<file path="config.mk">
export PLATFORM = sky130hd
export DESIGN_NAME = timer_bamse
export DESIGN_NICKNAME = d
export VERILOG_FILES = /design/src/rtl/timer_bamse.sv
export SDC_FILE = /design/constraint.sdc
export NUM_CORES = 1
export LEC_CHECK = 0
export ABC_AREA = 1
export ABC_CLOCK_PERIOD_IN_PS = 1660
export CORE_MARGIN = 2
export CORE_UTILIZATION = 51
export DETAILED_ROUTE_END_ITERATION = 10
export GPL_TIMING_DRIVEN = 0
export PLACE_DENSITY = 0.86
export SYNTH_ARGS = -nofsm -noshare
export SYNTH_HDL_FRONTEND = slang
export SYNTH_SLANG_ARGS = --single-unit
export TNS_END_PERCENT = 10
</file>
<file path="constraint.sdc">
create_clock -name clk -period 1.66 [get_ports clk]
set_input_delay 0.498 -clock clk [delete_from_list [all_inputs] [get_ports clk]]
set_output_delay 0.498 -clock clk [all_outputs]
set_load 0.005 [all_outputs]
</file>
<file path="src/rtl/timer_bamse.sv">
// timer_bamse: port-mapped 16-bit up-counting timer with 3-bit prescaler,
// single-shot / auto-reload modes and a sticky rollover interrupt flag.
module timer_bamse #(
    parameter logic [7:0] ADDR = 8'h01
) (
    input  logic        clk,
    input  logic        rst,
    input  logic [15:0] timer_conf,
    input  logic [7:0]  address,
    input  logic [7:0]  config_in,
    output logic [7:0]  config_out,
    input  logic        ren,
    input  logic        wen
);

    logic [2:0]  r_presc;
    logic        r_auto_load;
    logic        r_en;
    logic        r_running;
    logic        r_irq_flag;
    logic [15:0] r_count;
    logic [2:0]  r_pcnt;

    logic w_write;
    logic w_load;
    logic w_active;
    logic w_tick;
    logic w_rollover;
    logic w_unused;

    assign w_write    = wen && (address == ADDR);
    assign w_load     = config_in[2] && config_in[1];
    assign w_active   = r_running && r_en;
    assign w_tick     = w_active && (r_pcnt == r_presc);
    assign w_rollover = w_tick && (r_count == 16'hFFFF);

    // Reads are side-effect free and bit 7 of the write data is reserved.
    assign w_unused = ren ^ config_in[7];

    assign config_out = {1'b0, r_presc, r_auto_load, r_en, r_running, r_irq_flag};

    // Configuration fields latched by an accepted write.
    always_ff @(posedge clk or negedge rst) begin
        if (!rst) begin
            r_presc     <= 3'd0;
            r_auto_load <= 1'b0;
            r_en        <= 1'b0;
        end else if (w_write) begin
            r_presc     <= config_in[6:4];
            r_auto_load <= config_in[3];
            r_en        <= config_in[2];
        end else begin
            r_presc     <= r_presc;
            r_auto_load <= r_auto_load;
            r_en        <= r_en;
        end
    end

    // Prescaler, counter and run state; a write overrides a same-edge tick.
    always_ff @(posedge clk or negedge rst) begin
        if (!rst) begin
            r_count   <= 16'd0;
            r_pcnt    <= 3'd0;
            r_running <= 1'b0;
        end else if (w_write) begin
            r_pcnt <= 3'd0;
            if (w_load) begin
                r_count   <= timer_conf;
                r_running <= 1'b1;
            end else begin
                r_count   <= r_count;
                r_running <= 1'b0;
            end
        end else if (w_tick) begin
            r_pcnt <= 3'd0;
            if (w_rollover) begin
                r_count   <= timer_conf;
                r_running <= r_auto_load;
            end else begin
                r_count   <= r_count + 16'd1;
                r_running <= r_running;
            end
        end else if (w_active) begin
            r_pcnt    <= r_pcnt + 3'd1;
            r_count   <= r_count;
            r_running <= r_running;
        end else begin
            r_pcnt    <= r_pcnt;
            r_count   <= r_count;
            r_running <= r_running;
        end
    end

    // Sticky interrupt: a rollover beats a clearing write on the same edge.
    always_ff @(posedge clk or negedge rst) begin
        if (!rst) begin
            r_irq_flag <= 1'b0;
        end else if (w_rollover) begin
            r_irq_flag <= 1'b1;
        end else if (w_write && !config_in[0]) begin
            r_irq_flag <= 1'b0;
        end else begin
            r_irq_flag <= r_irq_flag;
        end
    end

endmodule

</file>
# [Word-level counts from Yosys, hierarchy flattened]
# Index checks and enable logic that the tools add are counted.
[totals] inputBits=36 regBits=26
[op_classes] muxes=13 reduce_logical=13 n_addsub=2 n_eq_ne=4
[ops] cell="2-to-1 mux 16 bit" count=4
[ops] cell="adder 16 x 1 -> 16 bit (second input constant)" count=1
[ops] cell="equality test 16 bit (second input constant)" count=1
[ops] cell="2-to-1 mux 3 bit" count=3
[ops] cell="equality test 8 x 1 -> 1 bit (second input constant)" count=1
[ops] cell="logical AND 1 bit" count=6
[ops] cell="2-to-1 mux 1 bit" count=6
[ops] cell="nonzero test 2 bit" count=3
[ops] cell="AND reduction 2 bit" count=2
[ops] cell="adder 3 x 1 -> 3 bit (second input constant)" count=1
[ops] cell="equality test 3 bit" count=1
[ops] cell="nonzero test 3 bit" count=1
[ops] cell="!= test 2 x 1 -> 1 bit (second input constant)" count=1
[ops] cell="zero test 1 bit" count=1

# [Depth between registers and ports, before layout]
[depth] ltp_word=6 ltp_mapped=11

# [Worst setup path after synthesis]
# Ideal clock, no wire load.
[synth_timing] path_type="register to register" startpoint="register r_count[0]" endpoint="register r_count[5]" required_ns=1.542 path_buffers=1 t_arrival_ns=1.409 stages_incl_launch_ff=12 slack_ns=0.134 setup_time_ns=0.118 synth_period_minus_slack_ns=1.526 cell_sequence="dfrtp_1 > ha_1 > nand2_1 > nor2_2 > nand2_2 > nor2_4 > nand2_4 > nand2_8 > buf_12 > nand2_2 > nand3_1 > nand2_1"
[synth_between] elab_chain_cells=5 elab_cells_between_ends=6 cone_classes="add/sub (1); eq/ne (1); mux (3); reduce/logical (1)"
[synth_lines] element="start: declaration" line="21" text="logic [15:0] r_count;"
[synth_lines] element="start signal: assignment" line="68" text="r_count <= timer_conf;"
[synth_lines] element="start signal: assignment" line="71" text="r_count <= r_count;"
[synth_lines] element="start signal: assignment" line="77" text="r_count <= timer_conf;"
[synth_lines] element="parallel branches: the longest is 2 deep, another holds adder 16 x 1 -> 16 bit"
[synth_lines] element="2-to-1 mux 16 bit (*)" line="76" text="if (w_rollover) begin"
[synth_lines] element="2-to-1 mux 16 bit (*)" line="74" text="end else if (w_tick) begin"
[synth_lines] element="2-to-1 mux 16 bit (*)" line="65" text="end else if (w_write) begin"
# Every way passes the cells marked *. The select of a mux whose other input is x is not followed.
# A chain may end at the register's enable or synchronous reset.

# [Final worst setup path]
[layout_timing] startpoint="register r_count[1]" endpoint="register r_count[4]"
# Same word-level chain as after synthesis.

==> results.ini <==
[synthesis]
yosysWarnings=0
synth_flop_cell=dfrtp_1
synth_top_family_by_area=simple AND/OR/NAND/NOR gates
synth_most_common_cell=nand2_1
ys_ff_latch=26
muxShareOfSynthArea_pct=0
syn-num-nets=307
syn_area_per_cell_um2=7.37
ys_types=31
synth_area_leaders=dfrtp_1, nand2_1, nand3_2, nand3_1, inv_1
netlist_instances=269
synthAdderAreaFrac_pct=1.26
yosysTopAreaCell=dfrtp_1
synthTopCellsByCount=nand2_1, inv_1, dfrtp_1, nand3_1, nand2_2
async_flop_share_pct=100
synth-seq-area-share_pct=32.8
netlist.area_leader.share_pct=32.8
synthSimpleGateAreaFrac_pct=44.2
synth_edf_count=0
synth-compound-area-share_pct=4.10
synth_area_um2=1980
synth-xor-area-share_pct=3.97

[setup_path]
path_class=flop to flop
critPathMaxFanout=5
critPathCaptureType=flop
rrSetupSlack_ns=-0.07
critPathArrivalTime_ns=1.90
worstPathRequired_ns=1.83
startpoint_type=flop

[placement]
post-place-ws_ns=-0.441
globalplace.congestion=0.873
hpwlAfterDp_mm=3.21
io_buffers=40

[floorplanning]
die-height_um=66.4
coreArea_um2=3690
die-width_um=66.4
ios=44
die_area_um2=4400
start_util_pct=53.8
rows=22

[cts]
clockRootBuffer=clkbuf_8
clk_latency_ns=0.28
cts_tree=yes
cts_buffer_depth=2
clkTransAtPathRegs_ns=0.09
cts_buffers=3
htree_levels=1
clock_sinks=26

[status]
status=finished, violations left
failed_checks=negative setup slack

[power_and_ir_drop]
swShare_pct=26.5
powerDensity_nw_per_um2=490
clockPowerShare_pct=30.4
combPwrFrac_pct=18.9
leakagePower_nw=1.46
internal_power_mw=1.02
p_sw_uw=370
power.total_mw=1.39
pwr-share-seq_pct=50.7
peakVddDrop_v=0.000417

[timing]
slew_headroom_pct=19.3
fmax_mhz=577
final.min_clock_period_ns=1.73
fin_hold_ws_ns=0.462
rsz0062_at_grt=true
period_share_pct=104
finClkSkew_ns=0.00354
tns_ns=-0.317
timing.final.ws_setup_ns=-0.0721
tightest_slew_ns=1.21
slew_violations=0
setup_viol=14
final-hold-violation-count=0

[layout]
area_growth_pct=43.5
nNetsFinal=378
fillers=256
drive_above_1_share_pct=31.9
num_antenna_cells=0
final_util_pct=77.2

[detailed_routing]
avgRoutedWirePerCell_um=16.5
totalWireLength_mm=6.39
routed-via-count=2103
dr.pass1.iters=4
first_iter_violations=175
detail-route-antenna-nets=0
drcViolationCount=0
vias_per_cell=5.43

[grt]
grt_first_pass_wirelength_mm=9.07
antenna_found_initial=0
grt_pass1_vias=2028
grt.total_usage_pct=27.2
gr-total-overflow=0
grt_max_degree=27

[job]
max_cap_viol_count=0

[hold_path]
worstHoldPathType=primary input to async pin

## path summary, 6_finish.rpt
kind                            startpoint           to  cells past startpoint
worst max-delay path            r_count[1]   r_count[4]                     11
worst min-delay path                   rst   r_count[2]                      1
worst max register to register  r_count[1]   r_count[4]                     11
worst min register to register  r_irq_flag   r_irq_flag                      2
max in group asynchronous              rst  r_count[15]                      1
min in group clk                r_irq_flag   r_irq_flag                      2
## layout by cell type (no fill, tap or decap)
cell / count
nand2_8: 1
a21oi_2: 1
nor2_1: 9
o21bai_1: 2
dlygate4sd2_1: 13
xor2_1: 6
buf_4: 26
nand2_2: 24
clkbuf_8: 5
nand3_1: 22
nor2_4: 6
xnor2_1: 3
clkdlybuf4s50_1: 23
a21oi_1: 2
a21oi_4: 1
dlymetal6s2s_1: 1
nand4_1: 4
ha_2: 1
ha_1: 1
conb_1: 1
nor3_2: 1
clkbuf_16: 2
inv_1: 32
nor2_2: 4
nand3_2: 16
buf_2: 1
nand2_4: 3
buf_8: 2
dfrtp_1: 26
o211ai_1: 1
buf_12: 6
buf_6: 2
inv_6: 2
inv_2: 4
nand3b_1: 1
nand2_1: 77
o21ai_0: 7
## cells by family (layout without fill, tap and decap cells)
kind of cell | Yosys count | count (layout)
buffers and inverters | 49 | 119
xor gates and xnor gates | 9 | 9
and+or+nand+nor | 168 | 168
DFF | 26 | 26
adders and majority gates | 2 | 2
AOI/OAI and AO/OA | 14 | 14
other | 1 | 1
## sequential cells by signal (all words and copies together), names as in the netlist
register / count
r_pcnt: 3
r_en: 1
r_running: 1
r_presc: 3
r_irq_flag: 1
r_auto_load: 1
r_count: 16
## routing by layer
metal,GRT usage [%],vias up,wire length [um]
met4,14.3,0,265
li1,-,971,-
met3,5.79,30,417
met1,32.2,985,2360
met2,45.9,117,3350
met5,0,-,0
## power groups by stage
stage | Sequential (mW) | Clock [mW] | Combinational [mW]
final | 0.707 | 0.423 | 0.264
after global routing | 0.714 | 0.460 | 0.292
after CTS | 0.705 | 0.430 | 0.246
after detailed placement | 0.719 | 0 | 0.248
after global placement | 0.715 | 0 | 0.240
after floorplan | 0.709 | 0 | 0.114
## through the flow
step,instance area [um2],cells
after floorplan,1980,269
after CTS,2670,375
after global placement,2440,357
after detailed placement,2440,357
final,2850,387
after global routing,2850,387
## what timing repair did
action / 4_1_cts / 5_1_grt
hold buffers: 0 / 0
hold endpoints to repair: 0 / 0
pin swaps: 12 / 14
buffers inserted: 13 / 12
setup endpoints to repair: 24 / 44
resized for setup: 23 / 17
cloned: 1 / 2
## final cells by class
| class | count | area (um2) | share of cell area [%] |
|---|---|---|---|
| Tap cell | 48 | 60.1 | 2.11 |
| Sequential cell | 26 | 651 | 22.9 |
| Inverter | 38 | 153 | 5.36 |
| Timing Repair Buffer | 66 | 676 | 23.7 |
| Multi-Input combinational cell | 194 | 1130 | 39.9 |
| Buffer | 11 | 118 | 4.13 |
| Clock buffer | 4 | 55.1 | 1.93 |
## worst max-delay path, stage by stage (launching register included)
cell       delay [ns]
dfrtp_1          0.41
ha_2             0.23
nand2_2          0.08
nor2_4           0.11
nand2_2          0.10
nor2_4           0.15
nand2_4          0.09
nand2_8          0.11
clkbuf_16        0.15
nand2_2          0.05
nand3_2          0.06
nand2_1          0.07
No activity file was read; power rests on OpenSTA's default activity.
